**src/rtl/demux_32_bit_1_3_buf_pkg.sv**
```systemverilog
// rtl/demux_32_bit_1_3_buf_pkg.sv - shared channel codes and default widths for the 1:3 stream demux
package demux_32_bit_1_3_buf_pkg;

    localparam logic [1:0] SEL_CH0 = 2'b00;
    localparam logic [1:0] SEL_CH1 = 2'b01;
    localparam logic [1:0] SEL_CH2 = 2'b10;
    localparam logic [1:0] SEL_BAD = 2'b11;

    localparam int DATA_W_DEF = 32;
    localparam int CNT_W_DEF  = 16;
    localparam int NUM_CH     = 3;

endpackage

```
**src/rtl/demux_slot.sv**
```systemverilog
// rtl/demux_slot.sv - one-entry output holding slot with handshake, optional transfer counter (DEMUX_COUNT_EN)
module demux_slot
    import demux_32_bit_1_3_buf_pkg::*;
#(
    parameter int DATA_W = DATA_W_DEF
`ifdef DEMUX_COUNT_EN
    ,
    parameter int CNT_W  = CNT_W_DEF
`endif
) (
    input  logic              clk,
    input  logic              rst_n,
    input  logic              load_i,
    input  logic [DATA_W-1:0] data_i,
    input  logic              ready_i,
    output logic              valid_o,
    output logic [DATA_W-1:0] data_o,
    output logic              free_o
`ifdef DEMUX_COUNT_EN
    ,
    output logic [CNT_W-1:0]  cnt_o
`endif
);

    logic              valid_q, valid_d;
    logic [DATA_W-1:0] data_q, data_d;
    logic              drain;

    assign drain   = valid_q & ready_i;
    // A slot draining this cycle can take a new beat in the same cycle.
    assign free_o  = ~valid_q | ready_i;
    assign valid_o = valid_q;
    assign data_o  = data_q;

    // Next slot contents: a load wins over a drain so refill keeps valid high.
    always_comb begin
        valid_d = valid_q;
        data_d  = data_q;
        if (drain) begin
            valid_d = 1'b0;
        end
        if (load_i) begin
            valid_d = 1'b1;
            data_d  = data_i;
        end
    end

    // Slot register; reset discards any held beat.
    always_ff @(posedge clk or negedge rst_n) begin
        if (!rst_n) begin
            valid_q <= 1'b0;
            data_q  <= '0;
        end else begin
            valid_q <= valid_d;
            data_q  <= data_d;
        end
    end

`ifdef DEMUX_COUNT_EN
    logic [CNT_W-1:0] cnt_q, cnt_d;

    // Delivered-beat count, wraps naturally at 2^CNT_W.
    always_comb begin
        cnt_d = cnt_q;
        if (drain) begin
            cnt_d = cnt_q + CNT_W'(1);
        end
    end

    // Counter register.
    always_ff @(posedge clk or negedge rst_n) begin
        if (!rst_n) begin
            cnt_q <= '0;
        end else begin
            cnt_q <= cnt_d;
        end
    end

    assign cnt_o = cnt_q;
`endif

endmodule

```
**src/rtl/demux_32_bit_1_3_buf.sv**
```systemverilog
// rtl/demux_32_bit_1_3_buf.sv - 1:3 buffered stream demux top, optional per-channel counters (DEMUX_COUNT_EN)
module demux_32_bit_1_3_buf
    import demux_32_bit_1_3_buf_pkg::*;
#(
    parameter int DATA_W = DATA_W_DEF
`ifdef DEMUX_COUNT_EN
    ,
    parameter int CNT_W  = CNT_W_DEF
`endif
) (
    input  logic              clk,
    input  logic              rst_n,
    input  logic              in_valid,
    output logic              in_ready,
    input  logic [DATA_W-1:0] in_data,
    input  logic [1:0]        in_sel,
    output logic              out0_valid,
    input  logic              out0_ready,
    output logic [DATA_W-1:0] out0_data,
    output logic              out1_valid,
    input  logic              out1_ready,
    output logic [DATA_W-1:0] out1_data,
    output logic              out2_valid,
    input  logic              out2_ready,
    output logic [DATA_W-1:0] out2_data,
    output logic              sel_err
`ifdef DEMUX_COUNT_EN
    ,
    output logic [CNT_W-1:0]  cnt0,
    output logic [CNT_W-1:0]  cnt1,
    output logic [CNT_W-1:0]  cnt2
`endif
);

    logic [NUM_CH-1:0] slot_free;
    logic [NUM_CH-1:0] slot_load;
    logic [NUM_CH-1:0] slot_ready;
    logic [NUM_CH-1:0] slot_valid;
    logic [DATA_W-1:0] slot_data [NUM_CH];
    logic              accept;
    logic              sel_err_q, sel_err_d;

    assign slot_ready = {out2_ready, out1_ready, out0_ready};

    // Ready follows the addressed slot; the illegal code is always swallowed.
    always_comb begin
        in_ready = 1'b1;
        case (in_sel)
            SEL_CH0: in_ready = slot_free[0];
            SEL_CH1: in_ready = slot_free[1];
            SEL_CH2: in_ready = slot_free[2];
            default: in_ready = 1'b1;
        endcase
    end

    assign accept = in_valid & in_ready;

    // Only the addressed slot loads on an accepted beat.
    always_comb begin
        slot_load    = '0;
        slot_load[0] = accept & (in_sel == SEL_CH0);
        slot_load[1] = accept & (in_sel == SEL_CH1);
        slot_load[2] = accept & (in_sel == SEL_CH2);
    end

    // Sticky flag for any accepted beat carrying the illegal code.
    always_comb begin
        sel_err_d = sel_err_q | (accept & (in_sel == SEL_BAD));
    end

    // Error flag register.
    always_ff @(posedge clk or negedge rst_n) begin
        if (!rst_n) begin
            sel_err_q <= 1'b0;
        end else begin
            sel_err_q <= sel_err_d;
        end
    end

`ifdef DEMUX_COUNT_EN
    logic [CNT_W-1:0] slot_cnt [NUM_CH];
`endif

    for (genvar k = 0; k < NUM_CH; k++) begin : g_slot
        demux_slot #(
            .DATA_W (DATA_W)
`ifdef DEMUX_COUNT_EN
            ,
            .CNT_W  (CNT_W)
`endif
        ) u_slot (
            .clk     (clk),
            .rst_n   (rst_n),
            .load_i  (slot_load[k]),
            .data_i  (in_data),
            .ready_i (slot_ready[k]),
            .valid_o (slot_valid[k]),
            .data_o  (slot_data[k]),
            .free_o  (slot_free[k])
`ifdef DEMUX_COUNT_EN
            ,
            .cnt_o   (slot_cnt[k])
`endif
        );
    end

    assign out0_valid = slot_valid[0];
    assign out1_valid = slot_valid[1];
    assign out2_valid = slot_valid[2];
    assign out0_data  = slot_data[0];
    assign out1_data  = slot_data[1];
    assign out2_data  = slot_data[2];
    assign sel_err    = sel_err_q;

`ifdef DEMUX_COUNT_EN
    assign cnt0 = slot_cnt[0];
    assign cnt1 = slot_cnt[1];
    assign cnt2 = slot_cnt[2];
`endif

endmodule

```
**config.mk**
```make
export PLATFORM = sky130hd
export DESIGN_NAME = demux_32_bit_1_3_buf
export DESIGN_NICKNAME = d
export VERILOG_FILES = /design/src/rtl/demux_32_bit_1_3_buf_pkg.sv /design/src/rtl/demux_slot.sv /design/src/rtl/demux_32_bit_1_3_buf.sv
export SDC_FILE = /design/constraint.sdc
export NUM_CORES = 1
export LEC_CHECK = 0
export CORE_UTILIZATION = 40
export DETAILED_ROUTE_END_ITERATION = 10
export GPL_TIMING_DRIVEN = 0
export PLACE_DENSITY_LB_ADDON = 0.2
export SYNTH_ARGS = -nofsm -noshare
export SYNTH_HDL_FRONTEND = slang
export SYNTH_HIERARCHICAL = 1
export SYNTH_SLANG_ARGS = --single-unit
```
**constraint.sdc**
```tcl
create_clock -name clk -period 1.8 [get_ports clk]
set_clock_uncertainty 0.05 [all_clocks]
set_input_delay 0.54 -clock clk [delete_from_list [all_inputs] [get_ports clk]]
set_output_delay 0.54 -clock clk [all_outputs]
set_load 0.1 [all_outputs]
```
==> key figures, run 1 <==
Outcome
  – Status: finished, violations left
  – Failing checks: setup timing

Floorplan
  – Die X: approximately 100 µm
  – Core region area: 10,300 µm²
  – Die area: 11,000 µm²
  – I/O Pins: approximately 140
  – DIE HEIGHT: about 100 µm
  – Starting density of the core: 0.412
  – Row Count: 37

Pwr
  – Leak: 0.00272 µW
  – Cell area power density: ~1700 nW/µm²
  – Total power: 9410 µW
  – Max VDD drop: 0.820 mV

Clocking
  – Total CTS buffers: 9
  – Clk buf depth: 2
  – Worst-path clk slew: 100 ps
  – CTS Root Cell: clkbuf_8
  – TritonCTS Sinks: 100
  – Worst skew pair latency: around 350 ps
  – H-tree depth: 3
  – TritonCTS clock tree: built

Layout
  – Nets: 421
  – Layout cells sized above 1: 0.634
  – Register area: 2510 µm²
  – Fin area: roughly 5700 µm²
  – Fillers: 891
  – Area of the multi-input gates: 1570 µm²
  – ANT cells: 0
  – Synthesis-to-layout area growth: 34.1%

Critical path
  – Worst r2r path cells: 7
  – Critical Path End Type: output pin
  – CP arrival: around 1400 ps
  – CP startpoint kind: register
  – Reg-to-reg critical path startpoint: g_slot[0].u_slot/valid_o
  – Maximum fanout along the worst path: 2
  – Worst path cell trace: nand2b_4 > nand2_4 > a31oi_4 > buf_12
  – WP data required: 1210 ps
  – Critical path's slowest cell: dfrtp_4
  – Crit path kind: register to output pin
  – Delay of the slowest critical-path stage: 500 ps
  – Setup slack, reg-to-reg: 90 ps
  – RR Endpoint: g_slot[0].u_slot/data_o[3]
  – Worst path buffer plus inverter count: 1
  – Crit path max-delay family: flip-flops

Synth
  – YS warnings: 6
  – Synth cell types: 14
  – Cell count after synthesis: 224
  – Mean area per synthesized cell: ~19 µm²
  – Mapped Area: 4230 µm²
  – Sequential fraction of the synthesis area: 0.592
  – Post-synthesis register bit count: 100
  – Net Count, Synth: 264

Detailed routing
  – Vias: 2,431
  – DRT Pass-1 Iters: 4
  – DRT iter0 DRCs: 39
  – Routed Antenna Nets: 0
  – Vias per cell: between 4 and 5
  – Total Routed Length: 8890 µm
  – DR WL/cell: 17.1 µm
  – Post-route DRC: 0

Timing
  – Final-report max-slew violation count: 0
  – Post-route minimum period: 1970 ps
  – Final Hold Viols: 0
  – Unrepaired setup endpoints after global routing: true
  – Worst-Margin Slew: 718 ps
  – Fin worst setup slack: -168 ps
  – Worst slew margin: 0.521
  – Final Cycle Share: 1.09
  – Final setup viols: 1
  – Fmax: about 0.51 GHz

Place
  – Post-placement setup slack: -1330 ps
  – Port Buffer Count: 140
  – Placed inst area: 5880 µm²
  – Final Wtd Congestion: 0.702
  – DP HPWL: between 5000 and 6000 µm

Global route
  – Number of global-route vias before repair: 2,623
  – Largest net degree at the start of global routing: 55
  – Aggregate global-route resource usage: 0.170
  – Gr ovfl total: 0
  – First-pass GRT wire length: around 15,000 µm
  – Antenna violations before repair: 0

Hold path
  – Class of the worst hold path: primary input to async pin

Run
  – Max-cap violations: 0
how the worst max path moves through the flow:
stage                                         from                       end  slack, ps  cells after the start
final                     g_slot[1].u_slot/valid_o                  in_ready       -170                      4
after global routing      g_slot[1].u_slot/valid_o                  in_ready       -230                      4
after CTS                 g_slot[0].u_slot/valid_o                  in_ready       -190                      4
after detailed placement                 in_sel[0]                  in_ready      -1330                      4
after global placement                       rst_n  g_slot[1].u_slot/valid_o      -4340                      1
after floorplan           g_slot[1].u_slot/valid_o                  in_ready       -190                      3
routing by layer:
metal / global-route usage / vias to the layer above / part of all wire
li1: - / 1093 / -
met1: 0.231 / 1245 / 0.47
met2: 0.267 / 83 / 0.47
met3: 0.0412 / 10 / 0.053
met4: 0.0543 / 0 / 0.012
met5: 0 / - / 0
flip-flops by register name, indices dropped and copies added, names as in the netlist:
name,count
g_slot.u_slot/data_o,96
g_slot.u_slot/valid_o,3
sel_err,1
cells in the final DEF (no fill, tap or decap), drive strengths merged:
master | netlist | routed
clkbuf | 0 | 22
bufinv | 0 | 1
nand2 | 1 | 1
a31oi | 1 | 1
clkdlybuf4s15 | 0 | 1
dlygate4sd2 | 0 | 4
nand2b | 8 | 8
clkdlybuf4s50 | 0 | 33
nor3b | 1 | 1
mux2 | 96 | 96
inv | 1 | 1
buf | 12 | 108
and4b | 1 | 1
clkinv | 0 | 2
clkinvlp | 0 | 2
nor2 | 2 | 2
dfrtp | 100 | 100
a31o | 1 | 1
cells in the mapped netlist (all sizes together):
cell	n	share of area
a31o	1	0.0021
a31oi	1	0.0015
and4b	1	0.0027
buf	12	0.051
dfrtp	100	0.59
inv	1	0.00089
mux2	96	0.33
nand2	1	0.00089
nand2b	8	0.014
nor2	2	0.0018
nor3b	1	0.0018
kinds of logic after synthesis:
group,synth area share
and+or+nand+nor,0.0207
buffers and inverters,0.0515
DFF,0.592
AOI/OAI and AO/OA,0.00355
muxes,0.333
cell type report:
cell class	instances	share of cell area
Inverter	1	0.000662
Sequential cell	100	0.443
Multi-Input combinational cell	111	0.276
Timing Repair Buffer	146	0.177
Tap cell	136	0.0300
Buffer	12	0.0377
Clock buffer	10	0.0243
Clock inverter	5	0.0110
timing repair:
item,in CTS,in global routing
endpoints found under the setup margin,138,13
pin swaps,2,1
resized for setup,520,12
hold buffers,0,0
buffers inserted,4,1
power by group:
| group | internal [µW] | switching (µW) | leakage (µW) |
|---|---|---|---|
| sequential | 2710 | 255 | 0.00118 |
| combinational | 1050 | 3950 | 0.00144 |
| clock | 678 | 766 | 0.0000946 |
| total | 4440 | 4980 | 0.00272 |
metrics by stage:
step | instances | hold slack, ps | setup TNS (ps) | utilization
after floorplan | 224 | 194 | -187 | -
after CTS | 520 | 190 | -225 | 0.548
after global placement | 500 | 411 | -431530 | 0.570
final | 521 | 182 | -168 | 0.552
after detailed placement | 501 | 416 | -64290 | 0.572
after global routing | 521 | 218 | -233 | 0.552
Note: power is estimated with default switching activity, not from simulation.
==> run 2: changes to the inputs <==
- GPL_ROUTABILITY_DRIVEN: not set -> 0
==> results of run 2 <==
The final DEF is identical to that of run 1; final timing and power are the same.
==> run 3: changes to the inputs <==
- CAP_MARGIN: not set -> 20
- CORE_MARGIN: not set -> 4
==> key figures, run 3 (synthesized netlist as in run 1, its figures left out) <==
Timing
  – Final-report max-slew violation count: 0 (unchanged)
  – Final Hold Viols: 0 (unchanged)
  – Worst slew margin: 0.624 (+0.103)
  – Setup TNS: -165 ps (+3.30 ps)
  – Final Cycle Share: 1.09 (-0.00183)
  – Hold WS: 107 ps (-75.3 ps)
  – Final setup viols: 1 (unchanged)
  – Fin worst setup slack: -165 ps (+3.30 ps)
  – Unrepaired setup endpoints after global routing: true
  – Post-route minimum period: 1960 ps (-3.30 ps)
  – Worst-Margin Slew: 564 ps (-154 ps)
  – Fmax: 0.509 GHz (+0.17%)

Global route
  – Gr ovfl total: 0 (unchanged)
  – Aggregate global-route resource usage: 0.156 (-0.0138)
  – Largest net degree at the start of global routing: 59 (+7.3%)
  – Antenna violations before repair: 0 (unchanged)
  – First-pass GRT wire length: 15,300 µm (+5.3%)
  – Number of global-route vias before repair: 2,766 (+5.5%)

Pwr
  – Leak: 0.00277 µW (+1.9%)
  – Max VDD drop: 0.878 mV (+7.0%)
  – Sw power: 4980 µW (about the same)
  – Sequential Power Share: 0.303 (-0.012)
  – Combinational Power Share: 0.521 (-0.011)
  – P_int: 4810 µW (+8.4%)
  – Clock power frac: 0.176 (+0.023)
  – Switching Fraction: 0.508 (-0.0201)
  – Total power: 9790 µW (+4.0%)
  – Cell area power density: 1680 nW/µm² (+1.3%)

Critical path
  – Critical path's slowest cell: dlygate4sd2_1
  – Critical Path End Type: output pin
  – WP data required: 1210 ps (about the same)
  – Worst path cell trace: dlygate4sd2_1 > nand2b_4 > nor3b_4 > a31oi_4 > buf_12
  – Delay of the slowest critical-path stage: 230 ps (-270 ps)
  – Maximum fanout along the worst path: 2 (unchanged)
  – CP arrival: 1370 ps (about the same)
  – CP startpoint kind: primary input
  – Crit path kind: primary input to output pin

Detailed routing
  – Vias per cell: 4.60 (-1.4%)
  – Vias: 2,402 (-1.2%)
  – Post-route DRC: 0 (unchanged)
  – DR WL/cell: 17.5 µm (+2.8%)
  – DRT iter0 DRCs: 72 (+85%)
  – Total Routed Length: 9160 µm (+3.0%)
  – Routed Antenna Nets: 0 (unchanged)
  – DRT Pass-1 Iters: 3 (-1)

Layout
  – Nets: 421 (unchanged)
  – Fin area: 5830 µm² (+2.7%)
  – Synthesis-to-layout area growth: 37.7%
  – Commonest non-fill, non-tap cell in the layout: dfrtp_1
  – ANT cells: 0 (unchanged)
  – Number of flip-flops in the largest register: 96 (unchanged)
  – Most frequent cells in the layout: dfrtp_1 (97), mux2_4 (87), clkbuf_4 (54)
  – Layout cells sized above 1: 0.635 (+0.000949)

Run
  – Max-cap violations: 0 (unchanged)

Clocking
  – Total CTS buffers: 9 (unchanged)
  – CTS Root Cell: clkbuf_8
  – Worst skew pair latency: 350 ps (about the same)
  – TritonCTS clock tree: built
  – Worst-path clk slew: 90 ps (about the same)
  – Clk buf depth: 2 (unchanged)
  – H-tree depth: 3 (unchanged)
  – Hold Buf Count CTS: 0 (unchanged)
  – TritonCTS Sinks: 100 (unchanged)

Place
  – DP HPWL: 6370 µm (+6.7%)
  – Port Buffer Count: 140 (unchanged)
  – Placed inst area: 5880 µm² (unchanged)

Floorplan
  – Starting density of the core: 0.410 (-0.00185)
  – I/O Pins: 141 (unchanged)
  – Die X: 111 µm (+5.7%)
  – DIE HEIGHT: 111 µm (+5.7%)
  – Core region area: 10,300 µm² (+0.45%)
  – Row Count: 37 (unchanged)
  – Die area: 12,300 µm² (+12%)

Outcome
  – Failing checks: setup timing
  – Status: finished, violations left

Hold path
  – Class of the worst hold path: primary input to async pin
run 3: changes by cell type in the layout (fill, tap and decap cells not counted):
cell,change
bufinv_16,+2
clkinv_4,-1
clkbuf_4,+42
clkinv_2,+1
buf_2,-42
clkinvlp_4,-1
run 3: metrics by stage:
| step | worst slack, ps | instances | utilization |
|---|---|---|---|
| 2_1_floorplan | -187 | 224 | - |
| 3_3_place_gp | -4280 | 500 | 0.567 |
| 3_5_place_dp | -1370 | 501 | 0.570 |
| 4_1_cts | -195 | 521 | 0.551 |
| 5_1_grt | -237 | 522 | 0.564 |
| 6_report | -165 | 522 | 0.564 |
run 3: final timing paths:
kind / from / to / slack, ps / cells past startpoint
worst max-delay path: out2_ready / in_ready / -160 / 5
worst min-delay path: rst_n / g_slot[0].u_slot/data_o[3] / 110 / 1
worst max register to register: g_slot[2].u_slot/valid_o / g_slot[2].u_slot/data_o[2] / 90 / 6
worst min register to register: sel_err / sel_err / 440 / 1
max in group asynchronous: rst_n / g_slot[0].u_slot/valid_o / 890 / 2
min in group clk: sel_err / sel_err / 440 / 1
run 3: area by class of cell:
type	count	area, µm²
Buffer	12	214
Clock inverter	6	111
Clock buffer	10	138
Multi-Input combinational cell	111	1570
Timing Repair Buffer	146	1110
Inverter	1	3.75
Sequential cell	100	2510
Tap cell	136	170
Fill cell	875	4500
run 3: power groups by stage:
stage	sequential (µW)	clock, µW	combinational, µW
after floorplan	6380	0	785
after global placement	3010	0	5400
after detailed placement	3010	0	5440
after CTS	2960	1780	5020
after global routing	3030	1880	5220
final	2960	1720	5100
run 3: critical path, delay by kind of cell:
kind,cells,cell delay (ps)
buffers and inverters,2,400
AND/OR/NAND/NOR,2,370
AO/OA/AOI/OAI,1,60
run 3: layer usage:
layer  wire length, µm  vias to the layer above  global-route usage
li1                  -                     1091                   -
met1              3990                     1216               0.199
met2              4370                       86               0.244
met3               686                        9              0.0628
met4               107                        0              0.0468
met5                 0                        -                   0
run 3: timing repair:
item                       4_1_cts  5_1_grt
hold endpoints to repair         0        0
pin swaps                        1        1
setup buffers                    4        1
gates resized for setup        520       54
setup endpoints to repair      152       55
